<file path="config.mk">
export PLATFORM = sky130hd
export DESIGN_NAME = irq_wb_ctrl
export DESIGN_NICKNAME = d
export VERILOG_FILES = /design/src/rtl/irq_wb_ctrl_pkg.sv /design/src/rtl/irq_wb_ctrl_prio_enc.sv /design/src/rtl/irq_wb_ctrl.sv
export SDC_FILE = /design/constraint.sdc
export NUM_CORES = 1
export LEC_CHECK = 0
export CAP_MARGIN = 0
export CORE_AREA = 8 8 116 118
export DETAILED_ROUTE_END_ITERATION = 10
export DIE_AREA = 0 0 124 126
export GPL_ROUTABILITY_DRIVEN = 0
export PLACE_DENSITY_LB_ADDON = 0.2
export REMOVE_ABC_BUFFERS = 1
export SLEW_MARGIN = 20
export SYNTH_ARGS = -nofsm -noshare
export SYNTH_HDL_FRONTEND = slang
export SYNTH_SLANG_ARGS = --single-unit
</file>
<file path="constraint.sdc">
create_clock -name clk_in -period 2.7 [get_ports clk_in]
set_input_delay 0.54 -clock clk_in [delete_from_list [all_inputs] [get_ports clk_in]]
set_output_delay 0.54 -clock clk_in [all_outputs]
set_load 0.05 [all_outputs]
</file>
<file path="src/rtl/irq_wb_ctrl_pkg.sv">
// Shared widths, CSR addresses, cause codes and FSM encoding for the
// machine-mode interrupt sequencer in front of the mem/wb register.
package irq_wb_ctrl_pkg;

  localparam int RDATA_WIDTH    = 32;
  localparam int CSR_ADDR_WIDTH = 12;

  localparam logic [CSR_ADDR_WIDTH-1:0] CSR_ZERO_ADDR = 12'h000;
  localparam logic [CSR_ADDR_WIDTH-1:0] CSR_MSTATUS   = 12'h300;
  localparam logic [CSR_ADDR_WIDTH-1:0] CSR_MIE       = 12'h304;
  localparam logic [CSR_ADDR_WIDTH-1:0] CSR_MTVEC     = 12'h305;
  localparam logic [CSR_ADDR_WIDTH-1:0] CSR_MEPC      = 12'h341;
  localparam logic [CSR_ADDR_WIDTH-1:0] CSR_MCAUSE    = 12'h342;

  localparam logic [3:0] IRQ_CAUSE_MEI = 4'd11;
  localparam logic [3:0] IRQ_CAUSE_MSI = 4'd3;
  localparam logic [3:0] IRQ_CAUSE_MTI = 4'd7;

  localparam int MSTATUS_MIE  = 3;
  localparam int MSTATUS_MPIE = 7;
  localparam int MSTATUS_MPP  = 11;  // low bit of the 2-bit MPP field

  typedef enum logic [3:0] {
    ST_IDLE, ST_FLUSH, ST_WR_MEPC, ST_WR_MCAUSE, ST_WR_MSTATUS, ST_REDIRECT,
    ST_FLUSH_R, ST_WR_MSTATUS_R, ST_REDIRECT_R
  } irq_state_e;

  typedef struct packed {
    logic                      we;
    logic [CSR_ADDR_WIDTH-1:0] addr;
    logic [RDATA_WIDTH-1:0]    data;
  } csr_req_t;

  function automatic logic [RDATA_WIDTH-1:0] mstatus_on_trap(input logic [RDATA_WIDTH-1:0] s);
    mstatus_on_trap                      = s;
    mstatus_on_trap[MSTATUS_MPIE]        = s[MSTATUS_MIE];
    mstatus_on_trap[MSTATUS_MIE]         = 1'b0;
    mstatus_on_trap[MSTATUS_MPP +: 2]    = 2'b11;
  endfunction

  function automatic logic [RDATA_WIDTH-1:0] mstatus_on_mret(input logic [RDATA_WIDTH-1:0] s);
    mstatus_on_mret                      = s;
    mstatus_on_mret[MSTATUS_MIE]         = s[MSTATUS_MPIE];
    mstatus_on_mret[MSTATUS_MPIE]        = 1'b1;
    mstatus_on_mret[MSTATUS_MPP +: 2]    = 2'b11;
  endfunction

endpackage

</file>
<file path="src/rtl/irq_wb_ctrl_prio_enc.sv">
// Fixed-priority interrupt encoder: MEI > MSI > MTI.
module irq_prio_enc
  import irq_wb_ctrl_pkg::*;
(
  input  logic [2:0] pending,  // {mei, msi, mti}
  input  logic [2:0] enable,   // {mie[11], mie[3], mie[7]}
  output logic       valid,
  output logic [3:0] cause
);

  logic [2:0] act;
  assign act   = pending & enable;
  assign valid = |act;

  always_comb begin
    cause = IRQ_CAUSE_MTI;
    if (act[2])      cause = IRQ_CAUSE_MEI;
    else if (act[1]) cause = IRQ_CAUSE_MSI;
  end

endmodule

</file>
<file path="src/rtl/irq_wb_ctrl.sv">
// Interrupt / mret sequencer: flushes mem/wb, writes trap CSRs one per cycle
// through the shared CSR port, then redirects fetch.
module irq_wb_ctrl
  import irq_wb_ctrl_pkg::*;
#(
  parameter bit MTVEC_VECTORED = 1'b1
) (
  input  logic                      clk_in,
  input  logic                      reset_in,
  input  logic                      ext_irq_in,
  input  logic                      sw_irq_in,
  input  logic                      timer_irq_in,
  input  logic [RDATA_WIDTH-1:0]    mstatus_in,
  input  logic [RDATA_WIDTH-1:0]    mie_in,
  input  logic [RDATA_WIDTH-1:0]    mtvec_in,
  input  logic [RDATA_WIDTH-1:0]    mepc_in,
  input  logic                      inst_valid_in,
  input  logic [RDATA_WIDTH-1:0]    inst_pc_in,
  input  logic                      mret_in,
  input  logic                      pipe_csr_we_in,
  input  logic [CSR_ADDR_WIDTH-1:0] pipe_csr_waddr_in,
  input  logic [RDATA_WIDTH-1:0]    pipe_csr_wdata_in,
  output logic                      interrupt_flush_out,
  output logic                      stall_out,
  output logic                      csr_we_out,
  output logic [CSR_ADDR_WIDTH-1:0] csr_waddr_out,
  output logic [RDATA_WIDTH-1:0]    csr_wdata_out,
  output logic                      pc_redirect_out,
  output logic [RDATA_WIDTH-1:0]    pc_target_out
);

  irq_state_e             state_q, state_d;
  logic [RDATA_WIDTH-1:0] epc_q;
  logic [3:0]             cause_q;
  logic                   irq_vld;
  logic [3:0]             irq_cause;
  logic                   take;
  csr_req_t               csr;
  logic                   unused_mie;

  assign unused_mie = ^mie_in;

  irq_prio_enc u_prio (
    .pending ({ext_irq_in, sw_irq_in, timer_irq_in}),
    .enable  ({mie_in[11], mie_in[3], mie_in[7]}),
    .valid   (irq_vld),
    .cause   (irq_cause)
  );

  assign take = mstatus_in[MSTATUS_MIE] & irq_vld & inst_valid_in;

  always_ff @(posedge clk_in) begin
    if (!reset_in) begin
      state_q <= ST_IDLE;
      epc_q   <= '0;
      cause_q <= '0;
    end else begin
      state_q <= state_d;
      if (state_q == ST_IDLE && take) begin
        epc_q   <= inst_pc_in;
        cause_q <= irq_cause;
      end
    end
  end

  // Interrupt beats a coincident mret; the mret is voided by the flush.
  always_comb begin
    state_d = state_q;
    case (state_q)
      ST_IDLE: begin
        if (take)                        state_d = ST_FLUSH;
        else if (mret_in && inst_valid_in) state_d = ST_FLUSH_R;
      end
      ST_FLUSH:        state_d = ST_WR_MEPC;
      ST_WR_MEPC:      state_d = ST_WR_MCAUSE;
      ST_WR_MCAUSE:    state_d = ST_WR_MSTATUS;
      ST_WR_MSTATUS:   state_d = ST_REDIRECT;
      ST_REDIRECT:     state_d = ST_IDLE;
      ST_FLUSH_R:      state_d = ST_WR_MSTATUS_R;
      ST_WR_MSTATUS_R: state_d = ST_REDIRECT_R;
      ST_REDIRECT_R:   state_d = ST_IDLE;
      default:         state_d = ST_IDLE;
    endcase
  end

  always_comb begin
    interrupt_flush_out = 1'b0;
    stall_out           = (state_q != ST_IDLE);
    pc_redirect_out     = 1'b0;
    pc_target_out       = '0;
    csr                 = '{we: 1'b0, addr: CSR_ZERO_ADDR, data: '0};
    case (state_q)
      ST_IDLE:
        csr = '{we: pipe_csr_we_in, addr: pipe_csr_waddr_in, data: pipe_csr_wdata_in};
      ST_FLUSH, ST_FLUSH_R:
        interrupt_flush_out = 1'b1;
      ST_WR_MEPC:
        csr = '{we: 1'b1, addr: CSR_MEPC, data: {epc_q[RDATA_WIDTH-1:2], 2'b00}};
      ST_WR_MCAUSE: begin
        csr                     = '{we: 1'b1, addr: CSR_MCAUSE, data: '0};
        csr.data[RDATA_WIDTH-1] = 1'b1;
        csr.data[3:0]           = cause_q;
      end
      ST_WR_MSTATUS:
        csr = '{we: 1'b1, addr: CSR_MSTATUS, data: mstatus_on_trap(mstatus_in)};
      ST_WR_MSTATUS_R:
        csr = '{we: 1'b1, addr: CSR_MSTATUS, data: mstatus_on_mret(mstatus_in)};
      ST_REDIRECT: begin
        pc_redirect_out = 1'b1;
        pc_target_out   = {mtvec_in[RDATA_WIDTH-1:2], 2'b00};
        if (MTVEC_VECTORED && mtvec_in[1:0] == 2'b01)
          pc_target_out = pc_target_out + {{(RDATA_WIDTH-6){1'b0}}, cause_q, 2'b00};
      end
      ST_REDIRECT_R: begin
        pc_redirect_out = 1'b1;
        pc_target_out   = mepc_in;
      end
      default: ;
    endcase
    // Everything, including the pass-through, is held quiet during reset.
    if (!reset_in) begin
      interrupt_flush_out = 1'b0;
      stall_out           = 1'b0;
      pc_redirect_out     = 1'b0;
      pc_target_out       = '0;
      csr                 = '{we: 1'b0, addr: CSR_ZERO_ADDR, data: '0};
    end
  end

  assign csr_we_out    = csr.we;
  assign csr_waddr_out = csr.addr;
  assign csr_wdata_out = csr.data;

endmodule

</file>
==> flow_summary.ini <==
[logic_synthesis]
avgSynthCellArea_sq_um = 6.74
syn_inst = 491
async_flop_share = 0
yosysTopAreaCellShare = 0.224
yosys_warnings = 0
ys_ff_latch = 37
synth_area_sq_mm = 0.00331
ys_seq_area_frac = 0.224
yosys.area.top_type = dfxtp_1
synth_edf_count = 0
ys.flop_type = dfxtp_1
ys_types = 50
synth.area.top_cells = dfxtp_1 (22%), nand2_1 (13%), a222oi_1 (7.6%)

[grt]
grt_pass1_vias = 5432
grt_overflow = 0
grt_use_total = 0.230
antenna_found_initial = 0
grt_max_degree = 45
grt_pass1_wl_microns = 28600

[clocking]
cts_root_buf = clkbuf_16
insertion_delay_ns = 0.28
cts_buffers = 5
clkTransAtPathRegs_ns = 0.06
cts_tree = done
cts_max_level = 2
cts_buffer_depth = 2
cts.sinks = 37

[timing]
fin_hold_ws_ns = 0.459
tightest_slew_ns = 0.461
finalCritPeriodShare = 1.10
setup_viol = 23
max_freq_ghz = 0.338
finalHoldViolCount = 0
drv_slew = 0
finClkSkew_ns = 0.0100
setup_tns_ns = -3.47
rsz0062_at_grt = yes
setup_slack_ns = -0.262
slew_headroom = 0.692
period_minus_slack_ns = 2.96

[critical_path]
cpMostUsedCell = buf_6
cp.depth = 11
cp_slowest_cell = fa_2
required_ns = 2.16
endpoint = pc_target_out[28]
critPathLaunchType = input pin
crit_fanout = 6
path_class = input pin to output port
cp_cell_sequence = buf_6 > ha_4 > fa_2 > a21o_1 > a21oi_4 > buf_6 > buf_4 > nor4b_4 > xnor2_1 > o21ai_2 > buf_12
cp-end-kind = output port
worstPathArrival_ns = 2.42
r2r_slack_ns = 0.58
slowest_delay_ns = 0.34
crit_buf_inv = 4
r2r-start = state_q[2]
startpoint = mtvec_in[2]
path_delay_family = buffers and inverters
worst_r2r_path_depth = 7
r2r_end = cause_q[2]

[placed_design]
pre_cts_ws_ns = -0.669
portBuffers = 258
dpl_cell_area_sq_mm = 0.00746
dp.cells = 942
dp_hpwl_microns = 14100

[power_and_ir_drop]
leakage_nw = 3.32
power_density_mw_per_mm2 = 415
ir_worst_vdd_v = 0.000405
p_total_mw = 3.44

[route]
routedWlPerCell_microns = 20.2
vias = 5205
first_iter_violations = 421
ant_nets = 0
wl_microns = 19400
dr.pass1.iters = 7
viasPerCell = 5.40
drc_errors = 0

[finish]
postLayoutCoreUtil = 0.708
multi_input_area_sq_mm = 0.00289
mostFrequentLayoutCells = clkdlybuf4s50_1 (153), nand2_1 (113), buf_12 (86)
layout-drive-gt1-share = 0.346
fillers = 845
syn2layout_area_growth_pct = 151
n_antenna_cell = 0
final_common_cell = clkdlybuf4s50_1
seqCellArea_sq_um = 751
fin_area_sq_mm = 0.00829
nets = 1033
layoutNonFillerInstCount = 963

[run]
cap_viol_max_count = 0

[die]
die_h_microns = 126
die_x_microns = 124
pin_count = 292
start_util = 0.282
dieArea_sq_mm = 0.0156
placement_rows = 40
core_area_sq_mm = 0.0117

[run_status]
run_status = finished with violations
violations = negative setup slack

[hold_path]
hold_path_depth = 2
hold_class = flop to flop
-- worst min path at each step --
stage                            to  slack (ns)  startpoint
after floorplan           epc_q[15]        0.43   epc_q[15]
after global placement     epc_q[2]        0.44    epc_q[2]
after detailed placement   epc_q[2]        0.46    epc_q[2]
after CTS                 epc_q[13]        0.47   epc_q[13]
after global routing       epc_q[2]        0.48    epc_q[2]
final                      epc_q[2]        0.46    epc_q[2]
-- tightest hold or removal path, stage by stage, from the launching register on --
cell	delay, ns
dfxtp_1	0.31
nand2_1	0.05
a21boi_1	0.05
-- final cells by class --
cell class                 instances  area share
timing repair buffer             361       0.519
multi-input combinational        404       0.348
clock buffer                       6      0.0155
clock inverter                     1     0.00106
inverter                           7     0.00317
tap                              147      0.0222
sequential                        37      0.0905
-- report_power, final --
group,switching [mW],internal [mW]
Clock,0.216,0.339
Sequential,0.0329,0.583
Combinational,1.16,1.11
-- cells in the mapped netlist (5+ instances only) --
library cell and count:
o21ai_0 28, and2_1 5, nor2_1 54, buf_2 7
nand2_1 115, nor3_1 12, xnor2_1 19, nand4_1 8
inv_1 7, nand3_1 14, nor4_1 10, mux2i_1 8
nor2b_1 5, dfxtp_1 37, a222oi_1 25, a21boi_0 28
a21oi_1 11, clkbuf_1 33, and3_1 8
-- cell families (layout without fill, tap and decap cells) --
| family | Yosys count | in the layout | share of synthesized area |
|---|---|---|---|
| flip-flops | 37 | 37 | 0.224 |
| AND/OR/NAND/NOR | 253 | 253 | 0.358 |
| AO/OA/AOI/OAI | 116 | 116 | 0.255 |
| XOR/XNOR | 22 | 22 | 0.0583 |
| buffers and inverters | 50 | 375 | 0.0594 |
| multiplexers | 8 | 8 | 0.0242 |
| adder cells (fa/ha/maj) | 5 | 5 | 0.0212 |
-- repair_timing --
action | 4_1_cts | 5_1_grt
setup buffers | 12 | 9
hold buffers | 0 | 0
hold endpoints to repair | 0 | 0
endpoints found under the setup margin | 61 | 55
gates cloned | 2 | 0
gates resized for setup | 175 | 48
pin swaps | 47 | 48
-- routing by layer --
layer  vias up  routed length [microns]  track usage  part of all wire
met1      2462                     7100        0.242              0.37
met5         -                        0            0                 0
met4         0                      484       0.0644             0.025
met2       287                     9870        0.418              0.51
met3        41                     1960       0.0782              0.10
li1       2415                        -            -                 -
-- registers in the layout (all words and copies together) (netlist names) --
register	cells
epc_q	30
state_q	4
cause_q	3
(Power assumes the default switching activity.)
